[src/rtl/kernel_launch_ctrl.sv]
// Kernel launch controller: streams MEM_BYTES input bytes into kernel memory over a
// single-channel slave write port, pulses start, times the kernel run and reports.
`timescale 1ns/1ps
module kernel_launch_ctrl #(
    parameter int BASE_ADDR = 0,
    parameter int MEM_BYTES = 64,
    parameter int TIMEOUT   = 200000000
) (
    input  logic         clock,
    input  logic         reset,
    input  logic         in_valid,
    input  logic [7:0]   in_data,
    output logic         in_ready,
    output logic         start_port,
    input  logic         done_port,
    output logic [1:0]   S_oe_ram,
    output logic [1:0]   S_we_ram,
    output logic [15:0]  S_addr_ram,
    output logic [127:0] S_Wdata_ram,
    output logic [13:0]  S_data_ram_size,
    input  logic [1:0]   Sout_DataRdy,
    output logic         res_valid,
    output logic         res_timeout,
    output logic [31:0]  res_cycles,
    output logic         busy
);
    localparam int               IDX_W     = (MEM_BYTES < 1) ? 1 : $clog2(MEM_BYTES + 1);
    localparam logic [IDX_W-1:0] LAST_IDX  = IDX_W'(MEM_BYTES - 1);
    localparam logic [7:0]       BASE8     = 8'(BASE_ADDR);
    localparam logic [31:0]      TIMEOUT32 = 32'(TIMEOUT);

    typedef enum logic [2:0] {
        S_IDLE, S_LOAD, S_WRITE, S_START, S_RUN, S_REPORT
    } state_t;

    state_t           r_state;
    logic [IDX_W-1:0] r_index;
    logic [31:0]      r_counter;
    logic             r_in_ready;
    logic             r_we;
    logic [7:0]       r_addr;
    logic [7:0]       r_wdata;
    logic             r_start;
    logic             r_res_valid;
    logic             r_res_timeout;
    logic [31:0]      r_res_cycles;
    logic             r_busy;
    logic             w_unused_rdy;

    // Only channel 0 of the slave port is used.
    assign w_unused_rdy = Sout_DataRdy[1];

    always_ff @(posedge clock or negedge reset) begin
        if (!reset) begin
            r_state       <= S_IDLE;
            r_index       <= '0;
            r_counter     <= '0;
            r_in_ready    <= 1'b0;
            r_we          <= 1'b0;
            r_addr        <= '0;
            r_wdata       <= '0;
            r_start       <= 1'b0;
            r_res_valid   <= 1'b0;
            r_res_timeout <= 1'b0;
            r_res_cycles  <= '0;
            r_busy        <= 1'b0;
        end else begin
            // NOTE: pulses default low here with <= so any branch can raise them for one cycle.
            r_start     <= 1'b0;
            r_res_valid <= 1'b0;
            case (r_state)
                S_IDLE: begin
                    r_busy <= 1'b1;
                    if (MEM_BYTES == 0) begin
                        r_state <= S_START;
                        r_start <= 1'b1;
                    end else begin
                        r_state    <= S_LOAD;
                        r_in_ready <= 1'b1;
                    end
                end
                S_LOAD: begin
                    if (in_valid && r_in_ready) begin
                        r_in_ready <= 1'b0;
                        r_we       <= 1'b1;
                        r_addr     <= BASE8 + 8'(r_index);
                        r_wdata    <= in_data;
                        r_state    <= S_WRITE;
                    end
                end
                S_WRITE: begin
                    // Address/data stay frozen until the slave acknowledges.
                    if (Sout_DataRdy[0]) begin
                        r_we    <= 1'b0;
                        r_addr  <= '0;
                        r_wdata <= '0;
                        r_index <= r_index + IDX_W'(1);
                        if (r_index == LAST_IDX) begin
                            r_state <= S_START;
                            r_start <= 1'b1;
                        end else begin
                            r_state    <= S_LOAD;
                            r_in_ready <= 1'b1;
                        end
                    end
                end
                S_START: begin
                    r_counter <= 32'd1;
                    r_state   <= S_RUN;
                end
                S_RUN: begin
                    if (done_port) begin
                        r_res_cycles  <= r_counter;
                        r_res_timeout <= 1'b0;
                        r_res_valid   <= 1'b1;
                        r_state       <= S_REPORT;
                    end else if (r_counter >= TIMEOUT32) begin
                        r_res_cycles  <= TIMEOUT32;
                        r_res_timeout <= 1'b1;
                        r_res_valid   <= 1'b1;
                        r_state       <= S_REPORT;
                    end else begin
                        r_counter <= r_counter + 32'd1;
                    end
                end
                S_REPORT: begin
                    r_busy    <= 1'b0;
                    r_index   <= '0;
                    r_counter <= '0;
                    r_state   <= S_IDLE;
                end
                default: r_state <= S_IDLE;
            endcase
        end
    end

    assign in_ready        = r_in_ready;
    assign start_port      = r_start;
    assign S_oe_ram        = 2'b00;
    assign S_we_ram        = {1'b0, r_we};
    assign S_addr_ram      = {8'h00, r_addr};
    assign S_Wdata_ram     = {120'd0, r_wdata};
    assign S_data_ram_size = {7'd0, 3'd0, r_we, 3'd0};
    assign res_valid       = r_res_valid;
    assign res_timeout     = r_res_timeout;
    assign res_cycles      = r_res_cycles;
    assign busy            = r_busy;

endmodule

[config.mk]
export PLATFORM = sky130hd
export DESIGN_NAME = kernel_launch_ctrl
export DESIGN_NICKNAME = d
export VERILOG_FILES = /design/src/rtl/kernel_launch_ctrl.sv
export SDC_FILE = /design/constraint.sdc
export NUM_CORES = 1
export LEC_CHECK = 0
export CORE_ASPECT_RATIO = 1.2
export CORE_MARGIN = 2
export CORE_UTILIZATION = 44
export CTS_CLUSTER_DIAMETER = 40
export DETAILED_ROUTE_END_ITERATION = 12
export HOLD_SLACK_MARGIN = 0.02
export PLACE_DENSITY = 0.89
export SETUP_SLACK_MARGIN = 0.4
export SYNTH_ARGS = -nofsm -noshare
export SYNTH_HDL_FRONTEND = slang
export SYNTH_SLANG_ARGS = --single-unit
[constraint.sdc]
create_clock -name clock -period 2.6 [get_ports clock]
set_clock_uncertainty 0.15 [all_clocks]
set_input_delay 0.52 -clock clock [delete_from_list [all_inputs] [get_ports clock]]
set_output_delay 0.52 -clock clock [all_outputs]
set_load 0.02 [all_outputs]
# Word level (Yosys, flattened, before mapping)
# Index checks and enable logic that the tools add are counted.
[totals]
reg_bits = 96
out_inout_bits = 199
word_cells = 75
[classes]
addsub = 2
n_lt_le_gt_ge = 1
eq_ne = 12
mux = 34
reduce_logical = 14
[op_table]
columns = ["cell", "count"]
rows = [
  ["two-way mux 32 bit", 4],
  ["case mux 32 bit (3 select lines)", 1],
  ["adder 32 x 1 -> 32 bit (second input constant)", 1],
  ["greater-or-equal comparator 32 x 28 -> 1 bit (second input constant)", 1],
  ["case mux 8 bit (2 select lines)", 2],
  ["two-way mux 8 bit", 3],
  ["case mux 3 bit (5 select lines)", 1],
  ["case mux 7 bit (2 select lines)", 1],
  ["two-way mux 1 bit", 13],
  ["two-way mux 3 bit", 4],
  ["inequality test 2 bit (second input constant)", 5],
  ["AND reduction 3 bit", 3],
  ["nonzero test 2 bit", 4],
  ["adder 7 x 1 -> 7 bit (second input constant)", 1],
  ["equality test 7 x 6 -> 1 bit (second input constant)", 1],
  ["two-way mux 7 bit", 1],
  ["equality test 3 x 2 -> 1 bit (second input constant)", 2],
  ["equality test 3 bit (second input constant)", 2],
  ["nonzero test 3 bit", 2],
  ["case mux 1 bit (2 select lines)", 2],
  ["AND reduction 2 bit", 2],
  ["AND reduction 4 bit", 1],
  ["equality test 3 x 1 -> 1 bit (second input constant)", 1],
  ["logical NOT 3 bit", 1],
  ["other kinds (4)", 4],
]

# Depth between registers and ports, before layout
[depth]
word_depth = 4
mapped_depth = 9
mapped_depth_nobuf = 6

# Worst setup path before layout
# No wires, ideal clock.
[synth_path]
path_type = "register -> register"
from = "register r_counter[14]"
to = "register r_counter[17]"
arrival_time_ps = 1773
slack_ps = 538
stages_incl_launch_ff = 8
synth_period_minus_slack_ps = 2062
path_cell_list = "dfrtp_1 buf_2 nand4_4 a2111oi_2 o22ai_1 buf_4 a41oi_1 a31oi_1"
[synth_via]
elab_chain_len = 4
word_cells_on_any_way = 7
cone_classes = "add/sub: 1; order compare: 1; eq/ne: 1; mux: 3; reduce/logical: 1"
[synth_rtl]
columns = ["element", "line_no", "rtl"]
rows = [
  ["start, declared", "38", "logic [31:0] r_counter;"],
  ["start signal, assigned", "123", "r_counter <= r_counter + 32'd1;"],
  ["adder 32 x 1 -> 32 bit", "123", ""],
  ["two-way mux 32 bit", "117", "end else if (r_counter >= TIMEOUT32) begin"],
  ["two-way mux 32 bit", "112", "if (done_port) begin"],
  ["case mux 32 bit (3 select lines)", "71", "case (r_state)"],
]
# Several ways; a longest one is shown, not always the timed one. The select of a mux whose other input is x is not followed.
# A chain may end at the register's enable or synchronous reset.

# Worst setup path after layout
[layout_path]
from = "register r_counter[1]"
to = "register r_counter[22]"
# The elaborated chain is that of the path after synthesis.

==> qor.csv <==
metric,value,unit
outcome,"complete, no violations",
leakagePower,2.943,nW
post-place-ws,0.1823,ns
pin_count,213,
worstPathArrival,2.25,ns
fmax,0.4607,GHz
relSlewSlack,0.4849,
synth_edf_count,0,
worst-setup-path-type,reg -> reg,
worst_slack,0.4292,ns
via_per_inst,4.996,
clock_sinks,95,
io_buffer_count,66,
synth_top_cell_by_area,dfrtp_1,
core_area,12110,um^2
die_h,125.9,um
netlist.area_leader.share,0.4361,
cp-start-kind,register,
vias,4067,
num-fill-cells,1059,
hold_viol_final,0,
fin_crit_sh,0.8349,
routed_wl,11.22,mm
synth_area,5451,um^2
clkTransAtPathRegs,0.07,ns
worst_pin_slew,0.7727,ns
tritoncts,built,
cts-root-buf,clkbuf_16,
drive_gt1_frac,0.1011,
rows,44,
nets,665,
grt_usage,0.1671,
cap_violations,0,
synth_warnings,0,
irDropWorstVdd,0.0002881,V
worstSkewPairLatency,0.34,ns
synth-main-ff-cell,dfrtp_1,
drt_iter0_markers,251,
chipWidth,105.6,um
min_period,2.171,ns
cts.path.max_buffers,2,
p_total,3.076,mW
power_density,496.1,nW/um^2
post-route-drc-count,0,
async_flop_share,1.000,
die_area,13300,um^2
wl_per_cell,13.78,um
critical_path_required,2.68,ns
synth.avg_cell_area,9.497,um^2
dr.pass1.iters,6,
synth_area_leaders,"dfrtp_1 (44%), buf_4 (21%), nand2_1 (4.7%), a31oi_1 (3.0%), a22o_1 (2.6%)",
gp_congestion,0.8079,
seq_area_frac_synth,0.4361,
syn_to_final_growth,13.73,%
grt_pass1_wl,18.02,mm
fin_util,0.5119,
hp-class,reg -> reg,
htree_levels,3,
num_antenna_cells,0,
post-dp-hpwl,7.814,mm
antenna_found_initial,0,
grt_max_degree,42,
synth_seq_cells,95,
grt_pass1_vias,3593,
multi_input_area,2401,um^2
start_util,0.4501,
yosysUniqueCellTypes,55,
tns,0,ns
ant_nets,0,
maxSlewViolCount,0,
rsz0062_at_grt,true,
seq_area,2387,um^2
critPathMaxFanout,4,
setup_viol,0,
grt_overflow_total,0,
cp-end-kind,register,
cts_made_buffers,9,
syn_inst,574,
-- layout make-up --
| class | count | share of cell area |
|---|---|---|
| sequential | 95 | 0.3851 |
| timing repair buffer | 91 | 0.1409 |
| inverter | 8 | 0.005247 |
| clock buffer | 9 | 0.03633 |
| multi-input combinational | 443 | 0.3873 |
| tap | 161 | 0.03249 |
| clock inverter | 7 | 0.01271 |
-- path summary, 6_finish.rpt --
check / from / endpoint / slack [ns] / depth (start not counted)
setup / recovery: r_counter[1]$_DFFE_PN0P_ / r_counter[22]$_DFFE_PN0P_ / 0.43 / 6
hold / removal: res_cycles[0]$_DFFE_PN0P_ / res_cycles[0]$_DFFE_PN0P_ / 0.33 / 2
setup reg to reg: r_counter[1]$_DFFE_PN0P_ / r_counter[22]$_DFFE_PN0P_ / 0.43 / 6
hold reg to reg: res_cycles[0]$_DFFE_PN0P_ / res_cycles[0]$_DFFE_PN0P_ / 0.33 / 2
max in group asynchronous: reset / r_counter[0]$_DFFE_PN0P_ / 1.10 / 3
min in group asynchronous: reset / res_cycles[30]$_DFFE_PN0P_ / 0.54 / 2
-- cells in the final DEF (no fill, tap or decap), types with 7 or more instances in the layout --
cell and n:
inv_1 7, o22a_1 10, dfrtp_2 8, nand4_1 8
buf_4 23, o21a_1 8, a21oi_1 17, nor2_1 28
and3_1 7, a31oi_1 26, nand2_1 68, a22o_1 16
o21ai_0 10, dfrtp_1 87, clkbuf_16 9, nand3_1 25
conb_1 145, clkdlybuf4s50_1 65
-- synth_stat cells (7+ instances only) --
cell type,count
o21a_1,8
a21oi_1,17
nor3_1,7
clkbuf_1,14
nand2_1,68
dfrtp_1,95
inv_1,7
o22a_1,10
nand3_1,25
a22o_1,16
and3_1,7
nand4_1,8
o21ai_0,10
a31oi_1,26
buf_4,150
nor2_1,28
-- what timing repair did --
item,in CTS,in global routing
endpoints found under the hold margin,35,0
hold buffers,1,0
endpoints found under the setup margin,30,35
gates resized for setup,4,12
buffers inserted,0,6
pin swaps,1,7
-- stage by stage --
step	instances	cell area, um^2	hold WS [ns]
2_1_floorplan	718	5992	0.07441
3_3_place_gp	791	5781	0.3145
3_5_place_dp	791	5781	0.3249
4_1_cts	808	6120	0.3400
5_1_grt	814	6200	0.3564
6_report	814	6200	0.3328
-- worst max-delay path, stage by stage (launching register included) --
cell and delay [ns]:
dfrtp_1 0.42, ha_4 0.19, nand3_4 0.09, or4_4 0.58
nor4_4 0.32, and4_1 0.26, nor3_2 0.05
-- cell families (layout without fill, tap and decap cells) --
family                     count (synthesis)  after routing  share of synthesized area
and+or+nand+nor                          179            179                     0.1708
AOI/OAI and AO/OA                        109            109                     0.1428
adders and majority gates                  3              3                   0.006886
buffers and inverters                    180            115                     0.2314
other                                      1            145                  0.0006879
xor gates and xnor gates                   6              6                   0.009641
DFF                                       95             95                     0.4361
muxes                                      1              1                   0.001836
-- routing by layer --
| layer | vias up | wire, um | track usage |
|---|---|---|---|
| met5 | - | 0 | 0 |
| met4 | 0 | 185 | 0.05186 |
| met3 | 23 | 957 | 0.03727 |
| met2 | 257 | 5652 | 0.2808 |
| met1 | 1924 | 4424 | 0.2154 |
| li1 | 1863 | - | - |
-- power breakdown --
part / total (mW) / switching, mW / internal (mW)
sequential: 1.48 / 0 / 1.48
clock: 1.35 / 0.589 / 0.758
combinational: 0.253 / 0.228 / 0.0249
-- state kept, by name, indices dropped and copies added, names as in the netlist --
register / flops
r_counter: 32
res_cycles: 32
r_wdata: 8
r_addr: 7
r_index: 7
r_state: 3
busy: 1
in_ready: 1
r_we: 1
res_timeout: 1
res_valid: 1
start_port: 1
Power figures use the tool's default switching activity.
==> variant: new RTL, config.mk and constraints unchanged <==
Put one more register stage on the output `res_timeout`. The value now appears one clock later. The other outputs are not delayed to match.
--- a/src/rtl/kernel_launch_ctrl.sv
+++ b/src/rtl/kernel_launch_ctrl.sv
@@ -143,5 +143,7 @@
     assign S_data_ram_size = {7'd0, 3'd0, r_we, 3'd0};
     assign res_valid       = r_res_valid;
-    assign res_timeout     = r_res_timeout;
+    always_ff @(posedge clock) begin
+        res_timeout <= r_res_timeout;
+    end
     assign res_cycles      = r_res_cycles;
     assign busy            = r_busy;
Behaviour: same outputs for any inputs over 10 cycles, from zero or initial values and one cycle with reset low; that may be too few to reach the edited logic, so the function may still have changed.
==> variant against the original RTL <==
- synthesized area rose by 0.37%
- die area rose by 0.35%
- wire length rose by 2.6%
- combinational power barely moved
- sequential share of layout area rose by 0.16 points
- total power rose by 0.96%
- sequential cell count rose by 1
- critical path depth fell by 1
- largest cell class unchanged
- non-clock buffer count fell by 2
- via count barely moved
- design area rose by 0.20%
- setup slack improved by 0.013 ns
- critical endpoint is now r_counter[20]
- global-route usage rose by 0.46 points
==> variant: results (changes against the original RTL) <==
| Metric | Value |
|---|---|
| Met3 Use GR | `0.04193 (+0.004658)` |
| Post-Route M1 WL | `4474 um (+1.1%)` |
| Hold path start | `r_res_timeout` |
| Pleak | `2.968 nW (+0.84%)` |
| RR Endpoint | `r_counter[20]` |
| CTS resizes | `7 (+3)` |
| DP Area | `5801 sq um (+0.35%)` |
| Routability congestion estimate | `0.8418 (+4.2%)` |
| Peak supply drop | `341.9 uV (+19%)` |
| Hold_ws | `0.2233 ns (-0.1096 ns)` |
| Drt first-iter violations | `216 (-14%)` |
| GR Util met2 | `0.2854 (+0.004554)` |
| Int Power | `2.275 mW (+0.70%)` |
| Crit path DAT | `2.27 ns (+0.02 ns)` |
| Worst reg2reg startpoint | `r_counter[5]` |
| Netlist cell types | `56 (+1.8%)` |
| Pin count of the biggest net entering global routing | `76 (+81%)` |
| Status | `complete, no violations` |
| DR WL met3 | `958 um (+0.10%)` |
| Post-synthesis xor/xnor area fraction | `0.009604 (-0.00003527)` |
| Number of global-route vias before repair | `3806 (+5.9%)` |
| Share of layout cells above drive strength 1 | `0.09816 (-0.002912)` |
| Worst-path fanout max | `9 (+5)` |
| Synth Area in Compound Gates | `0.1422 (-0.0005223)` |
| Via density | `5.005 (+0.17%)` |
| M1 GR Usage | `0.2102 (-0.005183)` |
| Ys async rst share | `0.9896 (-0.01042)` |
| Pwr dens | `499.9 nW/um^2 (+0.75%)` |
| # placed instances | `792 (+0.13%)` |
| Least-Margin Pin Slew | `0.7955 ns (+0.02283 ns)` |
| Syn Inst Count | `575 (+0.17%)` |
| WHS Path Cells | `0 (-2)` |
| Mux share of post-synthesis cell area | `0.001829 (-0.000006718)` |
| DP HPWL | `7777 um (-0.47%)` |
| Hold-critical path endpoint | `res_timeout` |
| Routed length per instance | `14.16 um (+2.7%)` |
| Drt pass-1 iters | `5 (-1)` |
| Sequential area share after synthesis | `0.4381 (+0.002063)` |
| Adder-Cell Fraction of Synth Area | `0.006860 (-0.00002519)` |
| Gr usage total | `0.1717 (+0.004599)` |
## variant: cell types whose count changed after synthesis, sizes merged
cell / unedited run / this run
dfxtp: 0 / 1
## variant: critical path, delay by kind of cell (launching register included)
kind            cells  cell delay, ns
simple gates        3            1.12
flops               1            0.52
compound gates      2            0.27
## variant: layout make-up
type / count / area, sq um
inverter: 8 / 30.03
multi-input combinational: 443 / 2414
tap: 161 / 201.4
clock buffer: 9 / 225.2
timing repair buffer: 89 / 860.8
clock inverter: 7 / 78.83
fill: 1063 / 5899
sequential: 96 / 2402
## variant: worst max-delay path by stage
stage               depth (start not counted)           from  slack, ns       endpoint
detailed placement                          8      done_port       0.14   r_counter[5]
global route                                5   r_counter[5]       0.34  r_counter[20]
finish                                      5   r_counter[5]       0.44  r_counter[20]
CTS                                         7      done_port       0.41   r_counter[5]
global placement                            8      done_port       0.23   r_counter[9]
floorplan                                   7  r_counter[14]       0.54  r_counter[17]
